File: src/rtl/banco_pkg.sv
`default_nettype none
// ============================================================================
// Module : banco_pkg
// Brief  : Shared defaults and clear-FSM state encoding for the register bank.
// Rev    : 1.0  initial release
// ============================================================================
package banco_pkg;

    localparam int DEF_DATA_W = 8;
    localparam int DEF_ADDR_W = 3;

    typedef enum logic [0:0] {
        IDLE  = 1'b0,
        CLEAR = 1'b1
    } state_t;

endpackage
`default_nettype wire

File: src/rtl/banco_rd_port.sv
`default_nettype none
// ============================================================================
// Module : banco_rd_port
// Brief  : One read port: word select, zero register, write bypass, optional output register.
// Rev    : 1.0  initial release
// ============================================================================
module banco_rd_port
    import banco_pkg::*;
#(
    parameter int DATA_W   = DEF_DATA_W,
    parameter int ADDR_W   = DEF_ADDR_W,
    parameter int ZERO_REG = 0,
    parameter int BYPASS   = 1,
    parameter int READ_LAT = 0
) (
    input  logic              clk,
    input  logic              reset,
    input  logic [ADDR_W-1:0] addr,
    input  logic [DATA_W-1:0] mem [1<<ADDR_W],
    input  logic              wr_fwd,
    input  logic [ADDR_W-1:0] wr_addr,
    input  logic [DATA_W-1:0] wr_data,
    output logic [DATA_W-1:0] rd_data
);

    logic [DATA_W-1:0] value;
    logic [DATA_W-1:0] rd_q;

    always_comb begin
        value = mem[addr];
        if ((ZERO_REG != 0) && (addr == '0)) begin
            value = '0;
        end else if ((BYPASS != 0) && wr_fwd && (wr_addr == addr)) begin
            value = wr_data;
        end
    end

    // The register is pruned by synthesis when READ_LAT selects the combinational path.
    always_ff @(posedge clk or posedge reset) begin
        if (reset) begin
            rd_q <= '0;
        end else begin
            rd_q <= value;
        end
    end

    assign rd_data = (READ_LAT != 0) ? rd_q : value;

endmodule
`default_nettype wire

File: src/rtl/banco_r_param.sv
`default_nettype none
// ============================================================================
// Module : banco_r_param
// Brief  : Parametrised 2R/1W register file with bypass, registered reads and bulk clear.
// Rev    : 1.0  initial release
// ============================================================================
module banco_r_param
    import banco_pkg::*;
#(
    parameter int DATA_W   = DEF_DATA_W,
    parameter int ADDR_W   = DEF_ADDR_W,
    parameter int ZERO_REG = 0,
    parameter int BYPASS   = 1,
    parameter int READ_LAT = 0
) (
    input  logic              clk,
    input  logic              reset,
    input  logic [ADDR_W-1:0] AddrR1,
    input  logic [ADDR_W-1:0] AddrR2,
    input  logic [ADDR_W-1:0] AddrW,
    input  logic [DATA_W-1:0] DataIn,
    input  logic              W_R,
    input  logic              clr_req,
    output logic [DATA_W-1:0] RX,
    output logic [DATA_W-1:0] RY,
    output logic              busy
);

    localparam int DEPTH = 1 << ADDR_W;
    localparam logic [ADDR_W-1:0] LAST_ADDR = ADDR_W'(DEPTH - 1);

    logic [DATA_W-1:0] mem [DEPTH];
    logic [ADDR_W-1:0] clr_ptr;
    state_t            state;
    state_t            state_nxt;
    logic              wr_fwd;
    logic              wr_keep;

    // State register
    always_ff @(posedge clk or posedge reset) begin
        if (reset) begin
            state <= IDLE;
        end else begin
            state <= state_nxt;
        end
    end

    // Next-state logic
    always_comb begin
        state_nxt = state;
        case (state)
            IDLE:    if (clr_req) state_nxt = CLEAR;
            CLEAR:   if (clr_ptr == LAST_ADDR) state_nxt = IDLE;
            default: state_nxt = IDLE;
        endcase
    end

    // Output logic
    always_comb begin
        busy = (state == CLEAR);
    end

    assign wr_fwd  = W_R && !busy;
    assign wr_keep = wr_fwd && !((ZERO_REG != 0) && (AddrW == '0));

    // The clear sweep owns the array; writes arriving meanwhile are dropped.
    always_ff @(posedge clk or posedge reset) begin
        if (reset) begin
            for (int i = 0; i < DEPTH; i++) begin
                mem[i] <= '0;
            end
            clr_ptr <= '0;
        end else if (state == CLEAR) begin
            mem[clr_ptr] <= '0;
            clr_ptr      <= clr_ptr + 1'b1;
        end else if (wr_keep) begin
            mem[AddrW] <= DataIn;
        end
    end

    banco_rd_port #(
        .DATA_W   (DATA_W),
        .ADDR_W   (ADDR_W),
        .ZERO_REG (ZERO_REG),
        .BYPASS   (BYPASS),
        .READ_LAT (READ_LAT)
    ) u_port_x (
        .clk     (clk),
        .reset   (reset),
        .addr    (AddrR1),
        .mem     (mem),
        .wr_fwd  (wr_fwd),
        .wr_addr (AddrW),
        .wr_data (DataIn),
        .rd_data (RX)
    );

    banco_rd_port #(
        .DATA_W   (DATA_W),
        .ADDR_W   (ADDR_W),
        .ZERO_REG (ZERO_REG),
        .BYPASS   (BYPASS),
        .READ_LAT (READ_LAT)
    ) u_port_y (
        .clk     (clk),
        .reset   (reset),
        .addr    (AddrR2),
        .mem     (mem),
        .wr_fwd  (wr_fwd),
        .wr_addr (AddrW),
        .wr_data (DataIn),
        .rd_data (RY)
    );

endmodule
`default_nettype wire
File: config.mk
export PLATFORM = sky130hd
export DESIGN_NAME = banco_r_param
export DESIGN_NICKNAME = d
export VERILOG_FILES = /design/src/rtl/banco_pkg.sv /design/src/rtl/banco_rd_port.sv /design/src/rtl/banco_r_param.sv
export SDC_FILE = /design/constraint.sdc
export NUM_CORES = 1
export LEC_CHECK = 0
export ABC_CLOCK_PERIOD_IN_PS = 3400
export CORE_ASPECT_RATIO = 0.8
export CORE_UTILIZATION = 43
export CTS_BUF_LIST = sky130_fd_sc_hd__clkbuf_8
export DETAILED_ROUTE_END_ITERATION = 10
export SYNTH_ARGS = -nofsm -noshare
export SYNTH_HDL_FRONTEND = slang
export SYNTH_HIERARCHICAL = 1
export SYNTH_SLANG_ARGS = --single-unit
File: constraint.sdc
create_clock -name clk -period 3.4 [get_ports clk]
set_input_delay 0.34 -clock clk [delete_from_list [all_inputs] [get_ports clk]]
set_output_delay 0.34 -clock clk [all_outputs]
set_load 0.005 [all_outputs]
After elaboration in Yosys (flattened, before gate mapping). Index checks and enable logic that the tools add are counted.

Flip-flop bits (word level): 68. Bits in read-only memories: 0. Bits of input ports: 21. Output and inout bits: 17. Latch bits: 0. Bits in writable memories: 0. Memories: 0.

$add $sub $neg: 1. Eq/ne operators: 3. $lt $le $gt $ge: 6. Reductions and logical operators: 7. Mux-type cells: 18. Shift operators: 0. Bitwise operators: 7. $mul: 0. Div/mod/pow operators: 0.

Operator list (number): $mux W64 (2); $and A64 B64 Y64 (1); $bwmux W64 (1); $mux W8 (8); $not A64 Y64 (1); $bmux W8 S3 (2); $demux W8 S3 (2); $ge A4 B4 Y1 const B (4); $not A3 Y4 (4); $lt A4 B1 Y1 const B (2); $eq A3 B3 Y1 (2); $logic_and A1 B1 Y1 (5); $add A3 B1 Y3 const B (1); $eq A3 B3 Y1 const B (1); $mux W1 (2); $pmux W1 S2 (1); $reduce_bool A2 Y1 (1); $logic_not A1 Y1 (1); $not A1 Y1 (1).

Longest topological paths before layout. Gate-level depths: netlist of the first run.

Word-level depth: 8. Mapped depth: 5. Gate-level depth less buffers: 3.

Hierarchy. The synthesis of the first run kept the hierarchy.

Modules (own cells, without submodules): banco_r_param (area each 2984.1 um^2, times used 1, sequential area each 1701.6 um^2, cells each 246); banco_rd_port (area each 660.6 um^2, times used 2, sequential area each 0.0 um^2, cells each 41).

Least setup slack after synthesis of the first run. OpenSTA, ideal clock, no wires.

Kind: input to output. Start: in AddrR1[1]. End: out RX[0]. Stages on the path: 5. Path slack: 1.269 ns. Path buffers: 2. Data arrival time: 1.791 ns. Cell sequence: clkbuf_1 > clkbuf_1 > mux4_2 > mux2_2 > mux2_2.

Cells in the longest elaborated chain, start to end: 5. Elaborated cells between the ends (all ways): 7.

RTL lines: from (decl) (RTL line banco_r_param.sv:18) `input logic [ADDR_W-1:0] AddrR1,`; $not A3 Y4 (implied by the code) (RTL line banco_rd_port.sv:30) `value = mem[addr];`; $bmux W8 S3 (RTL line banco_rd_port.sv:30); $mux W8 (implied by the code) (2 in a row) (RTL line banco_rd_port.sv:30); $mux W8 (*) (RTL line banco_rd_port.sv:33) `end else if ((BYPASS != 0) && wr_fwd && (wr_addr == addr)) begin`; to (decl) (RTL line banco_r_param.sv:24) `output logic [DATA_W-1:0] RX,`.

Every way passes the cells marked *; elsewhere a longest branch is shown, timed or not. The select of a mux whose other input is x is not followed.

Worst setup path in the final report of the first run.
Start: in AddrR1[1]. End: out RX[6].

Same word-level chain as after synthesis.

==> results of run 1 <==
worst paths after layout:
path / from / endpoint / slack, ns / depth (start not counted)
max: AddrR1[1] / RX[6] / 0.42 / 6
min: reset / mem[54] / 0.51 / 2
max reg2reg: busy / mem[46] / 1.35 / 4
min reg2reg: mem[51] / mem[51] / 0.54 / 2
max in group asynchronous: reset / mem[17] / 2.13 / 3
min in group clk: clr_req / busy / 0.52 / 3
final cells by class:
type / instances / area share (%)
multi-input cells: 227 / 47.41
flip-flops and latches: 68 / 34.03
repair buffers: 52 / 10.66
well taps: 136 / 3.403
clock buffers: 12 / 3.302
inverters: 10 / 0.7506
clock inverters: 4 / 0.4503
flip-flops by register name, summed over array words and instances, names as in the netlist:
signal / cells
busy: 1
clr_ptr: 3
mem: 64
cells by family (layout without fill, tap and decap cells):
logic type               after synthesis  in the layout  share of synthesized area [%]
multiplexers                         131            131                          42.49
adder cells (fa/ha/maj)                2              2                         0.5811
flip-flops                            68             68                          39.52
AND/OR/NAND/NOR                       87             87                          10.58
buffers and inverters                 33             78                          5.406
XOR/XNOR                               7              7                          1.424
power by group through the flow:
stage	sequential, uW	combinational [uW]	clock [uW]
2_1_floorplan	1340	1040	0
3_3_place_gp	1450	1380	0
3_5_place_dp	1470	1420	0
4_1_cts	1460	1430	645
5_1_grt	1520	1560	686
6_report	1470	1420	638
synth_stat cells (all sizes together):
cell type,number
nand2,66
mux2i,65
xor2,1
nand4bb,3
nor2,2
buf,19
or4b,1
and3,1
mux2,34
nand3,1
inv,10
dfrtp,68
nand3b,3
nand4,3
xnor2,6
nor2b,1
nor3b,3
clkbuf,4
mux4,32
ha,2
nand4b,3
per-layer routing:
layer,vias up,GRT usage (%),routed length (um)
met5,-,0,0
met4,0,6.710,168
met3,15,8.278,719
met2,96,35.26,5061
met1,1499,31.27,4967
li1,1296,-,-
metrics by stage:
step	instances	cell area, um^2	util, %	setup slack [ns]	power (uW)
final	509	5001	51.61	0.4246	3529
after global placement	493	4813	49.68	0.4486	2834
after detailed placement	493	4813	49.68	0.4449	2892
after global routing	509	5001	51.61	0.3387	3761
after floorplan	328	4305	-	1.269	2383
after CTS	509	5001	51.61	0.4370	3537
worst max-delay path, delay by kind of cell:
family / cells / cell delay (ns)
xor+xnor: 1 / 0.17
simple gates: 1 / 0.33
mux: 1 / 0.29
buf+inv: 3 / 1.49
placed cells by master (no fill, tap or decap), types with 3 or more instances in the layout:
| cell | n |
|---|---|
| dfrtp_1 | 68 |
| nand2_1 | 65 |
| nand4b_1 | 3 |
| clkinv_2 | 3 |
| buf_4 | 11 |
| nand4_1 | 3 |
| mux4_1 | 18 |
| inv_1 | 9 |
| mux2i_1 | 65 |
| clkbuf_8 | 12 |
| buf_12 | 4 |
| nor3b_2 | 3 |
| clkdlybuf4s50_1 | 37 |
| xnor2_1 | 6 |
| mux4_2 | 14 |
| nand4bb_1 | 3 |
| mux2_2 | 32 |
==> summary.md, run 1 <==
| Metric | Value |
|---|---|
| Worst rel slew slack | 36.77% |
| H-tree depth | 3 |
| Clock share of power | 18.1% |
| Total congestion overflow | 0 |
| Share of post-route cells with drive strength above 1 | 23.86% |
| Share of the synthesized area in the top cell type | 39.52% |
| Clock skew | 0.006188 ns |
| Post-synthesis cell count | 328 |
| Vias in the first global route | 2975 |
| Warnings from Yosys | 6 |
| Router iterations before antenna repair | 4 |
| Hold Worst Slack | 0.5083 ns |
| Worst Hold Class | input pin to async pin |
| Max clock buf depth | 2 |
| Post-CTS Hold Fix Bufs | 0 |
| Starting Density | 44.43% |
| Unrepaired setup endpoints after global routing | false |
| Crit path kind | input pin to output pin |
| Fin nets | 391 |
| CP Cell Sequence | clkdlybuf4s50_1 -> xnor2_1 -> nand4_1 -> buf_4 -> mux2_4 -> clkdlybuf4s50_1 |
| Clock sink count | 68 |
| Status | complete, no violations |
| Switching Share | 34.35% |
| Combinational power share | 40.3% |
| GRT Resource Usage Total | 23.21% |
| PwrDens | 705.7 nW/um^2 |
| Synth Area per Inst | 13.13 um^2 |
| Cell Area, Synth | 4305 um^2 |
| Die H | 91.50 um |
| Number of vias per cell | 5.709 |
| Fmax | 336.1 MHz |
| TritonCTS buffer count | 9 |
| Largest net degree at the start of global routing | 47 |
| Critical path's largest stage delay | 0.74 ns |
| Diodes inserted | 0 |
| Tcrit/Tclk final | 87.51% |
| Synth top area cells | dfrtp_1 (40%), mux2i_1 (15%), mux4_1 (11%), mux2_2 (8.4%), mux4_2 (7.3%) |
| Slowest cell on the critical path | clkdlybuf4s50_1 |
| Arrival time of the worst setup path | 2.64 ns |
| Root buffer cell | clkbuf_8 |
| Min Tclk post-route | 2.975 ns |
| Syn-to-layout area delta | 16.16% |
| Filler cells | 867 |
| Worst slew pin tran | 0.9470 ns |
| Final slew viol count | 0 |
| Sequential share of power | 41.6% |
| Worst vdd ir | 0.3762 mV |
| Global placement routability congestion | 0.7797 |
| Row count | 32 |
| Routed WL | 10920 um |
| CTS tree | yes |
| Via count | 2906 |
| Die W | 113.9 um |
| Syn_nets | 351 |
| Worst Path Max Fanout | 5 |
| CP dominant cell by count | clkdlybuf4s50_1 |
| Post-Route Setup TNS | 0 ns |
| ANT nets after route | 0 |
| Clk_lat worst skew | 0.37 ns |
| Final Hold Vio Count | 0 |
| Clock slew at reported path FFs | 0.07 ns |
| Cell variety after synth | 30 |
| Seq/Total Area, Yosys | 39.52% |
| Startpoint Class | input pin |
| Core area | 9689 um^2 |
| Multi-input logic area | 2371 um^2 |
| Endpoint class of the critical path | output pin |
| Max-Cap Viols | 0 |
| Total internal power | 2317 uW |
| Initial DRC Count | 231 |
| Die area | 10420 um^2 |
| FF/Latch Area | 1702 um^2 |
| WP data required | 3.06 ns |
| Routed wire per std cell | 21.45 um |
| Remaining DRCs | 0 |
| First-pass GRT wire length | 17410 um |
| P_leak | 0.002391 uW |
| Yosys reg bits | 68 |
| Post_cts resized | 0 |
| # IOs | 38 |
| Sw Pwr | 1212 uW |
| Port-buffer cells | 37 |
| Postcts setup bufs | 0 |
| Hpwl dp | 7454 um |
| Leading area contributor after synthesis | dfrtp_1 |
| Final setup fails | 0 |
| Antenna violations before repair | 0 |
Power figures use the tool's default switching activity.
==> run 2, diff against run 1 <==
- CTS_CLUSTER_SIZE: default -> 30
==> results of run 2 <==
Final layout, timing and power as in run 1 (identical DEF).
==> run 3, diff against run 2 <==
- CORE_ASPECT_RATIO: 0.8 -> 1.4
==> summary.md, run 3 (synthesis gave the netlist of run 1 again) <==
| Metric | Value |
|---|---|
| Status | complete, no violations |
| Final slew viol count | 0 |
| Crit path kind | input pin to output pin |
| Global placement routability congestion | 0.8508 |
| Min Tclk post-route | 2.978 ns |
| H-tree depth | 3 |
| Max-Cap Viols | 0 |
| Worst Path Max Fanout | 17 |
| Metal3 WL | 262 um |
| WP data required | 3.06 ns |
| Hpwl dp | 7712 um |
| Root buffer cell | clkbuf_8 |
| Worst slew pin tran | 0.7059 ns |
| Endpoint class of the critical path | output pin |
| Postcts setup bufs | 0 |
| Top sig layer | met4 |
| Antenna violations before repair | 0 |
| First-pass GRT wire length | 16380 um |
| Largest register FFs | 64 |
| Post_cts resized | 0 |
| Critical path's largest stage delay | 0.58 ns |
| Worst rel slew slack | 52.87% |
| Clock skew | 0.004749 ns |
| Share of post-route cells with drive strength above 1 | 21.95% |
| Startpoint Class | input pin |
| Final Hold Vio Count | 0 |
| Worst vdd ir | 0.4349 mV |
| Clock slew at reported path FFs | 0.07 ns |
| Fin worst setup slack | 0.4222 ns |
| Non-Filler Instances | 501 |
| Worst Hold Class | input pin to async pin |
| PwrDens | 714.0 nW/um^2 |
| TritonCTS buffer count | 9 |
| DP Worst Slack | 0.4267 ns |
| ANT nets after route | 0 |
| Post-Route Setup TNS | 0 ns |
| Post-route met1 wirelength | 4381 um |
| CTS tree | yes |
| Syn-to-layout area delta | 14.97% |
| Total congestion overflow | 0 |
| Final setup fails | 0 |
| GRT Resource Usage Total | 21.93% |
| Fin nets | 387 |
| Max clock buf depth | 2 |
| Initial DRC Count | 152 |
| Final Util | 51.47% |
| Largest net degree at the start of global routing | 35 |
| P_leak | 0.002380 uW |
| Core area | 9617 um^2 |
| Arrival time of the worst setup path | 2.64 ns |
| Router iterations before antenna repair | 4 |
| Starting Density | 44.77% |
| Commonest non-fill, non-tap cell in the layout | dfrtp_1 |
| Remaining DRCs | 0 |
| Port-buffer cells | 37 |
| Commonest non-fill, non-tap cells in the layout | dfrtp_1 (68), nand2_1 (65), mux2i_1 (65), clkdlybuf4s50_1 (37), mux2_2 (32) |
| Fmax | 335.8 MHz |
| FF/Latch Area | 1702 um^2 |
| Slowest cell on the critical path | mux4_1 |
| Clock sink count | 68 |
| Multi-input logic area | 2371 um^2 |
| Vias in the first global route | 2900 |
| Routed wire per std cell | 20.75 um |
| Clk_lat worst skew | 0.36 ns |
| Routed met2 length | 5474 um |
| Via count | 2808 |
| Filler cells | 830 |
| Tcrit/Tclk final | 87.58% |
| Post-CTS Hold Fix Bufs | 0 |
| Hold Worst Slack | 0.4074 ns |
| CP Cell Sequence | clkdlybuf4s50_1 -> buf_12 -> mux4_1 -> mux2_2 -> mux2_4 -> clkdlybuf4s50_1 |
| Top reg by flops | mem |
| Number of vias per cell | 5.605 |
| # IOs | 38 |
| Diodes inserted | 0 |
| Die area | 10420 um^2 |
| Unrepaired setup endpoints after global routing | false |
| CP dominant cell by count | clkdlybuf4s50_1 |
| Routed WL | 10400 um |
| Row count | 42 |
| Die W | 86.57 um |
| Die H | 120.4 um |
| Number of instances in the placed design | 485 |
run 3: layout make-up:
| class | count | area share [%] |
|---|---|---|
| Multi-Input combinational cell | 227 | 47.90 |
| Timing Repair Buffer | 48 | 9.656 |
| Sequential cell | 68 | 34.38 |
| Tap cell | 132 | 3.337 |
| Inverter | 10 | 0.7583 |
| Clock inverter | 5 | 0.9100 |
| Clock buffer | 11 | 3.059 |
run 3: metal layers:
layer / up-vias / track usage, %
met5: - / 0
met4: 0 / 11.46
met3: 17 / 2.799
met2: 48 / 37.05
met1: 1463 / 27.26
li1: 1280 / -
run 3: per-stage QoR:
stage	power, uW	area, um^2
after floorplan	2383	4305
after global placement	2822	4753
after detailed placement	2876	4753
after CTS	3555	4950
after global routing	3747	4950
final	3534	4950
run 3: worst paths after layout:
check	end	cells past startpoint	slack, ns	start
hold / removal	mem[0]	2	0.41	reset
hold reg to reg	mem[2]	2	0.54	mem[2]
setup / recovery	RY[3]	6	0.42	AddrR2[0]
setup reg to reg	mem[9]	4	1.58	busy
max in group asynchronous	mem[51]	3	2.26	reset
min in group clk	busy	3	0.53	clr_req
run 3: where the power goes:
group	internal [uW]	total (uW)	switching (uW)	leakage, uW
registers	1160	1460	300	0.000912
logic	829	1400	572	0.00135
clock network	368	669	301	0.000115
total	2360	3530	1170	0.00238
run 3: worst max-delay path: cells and delay by family:
kind / cells / cell delay, ns
buffers and inverters: 3 / 1.15
multiplexers: 3 / 1.14
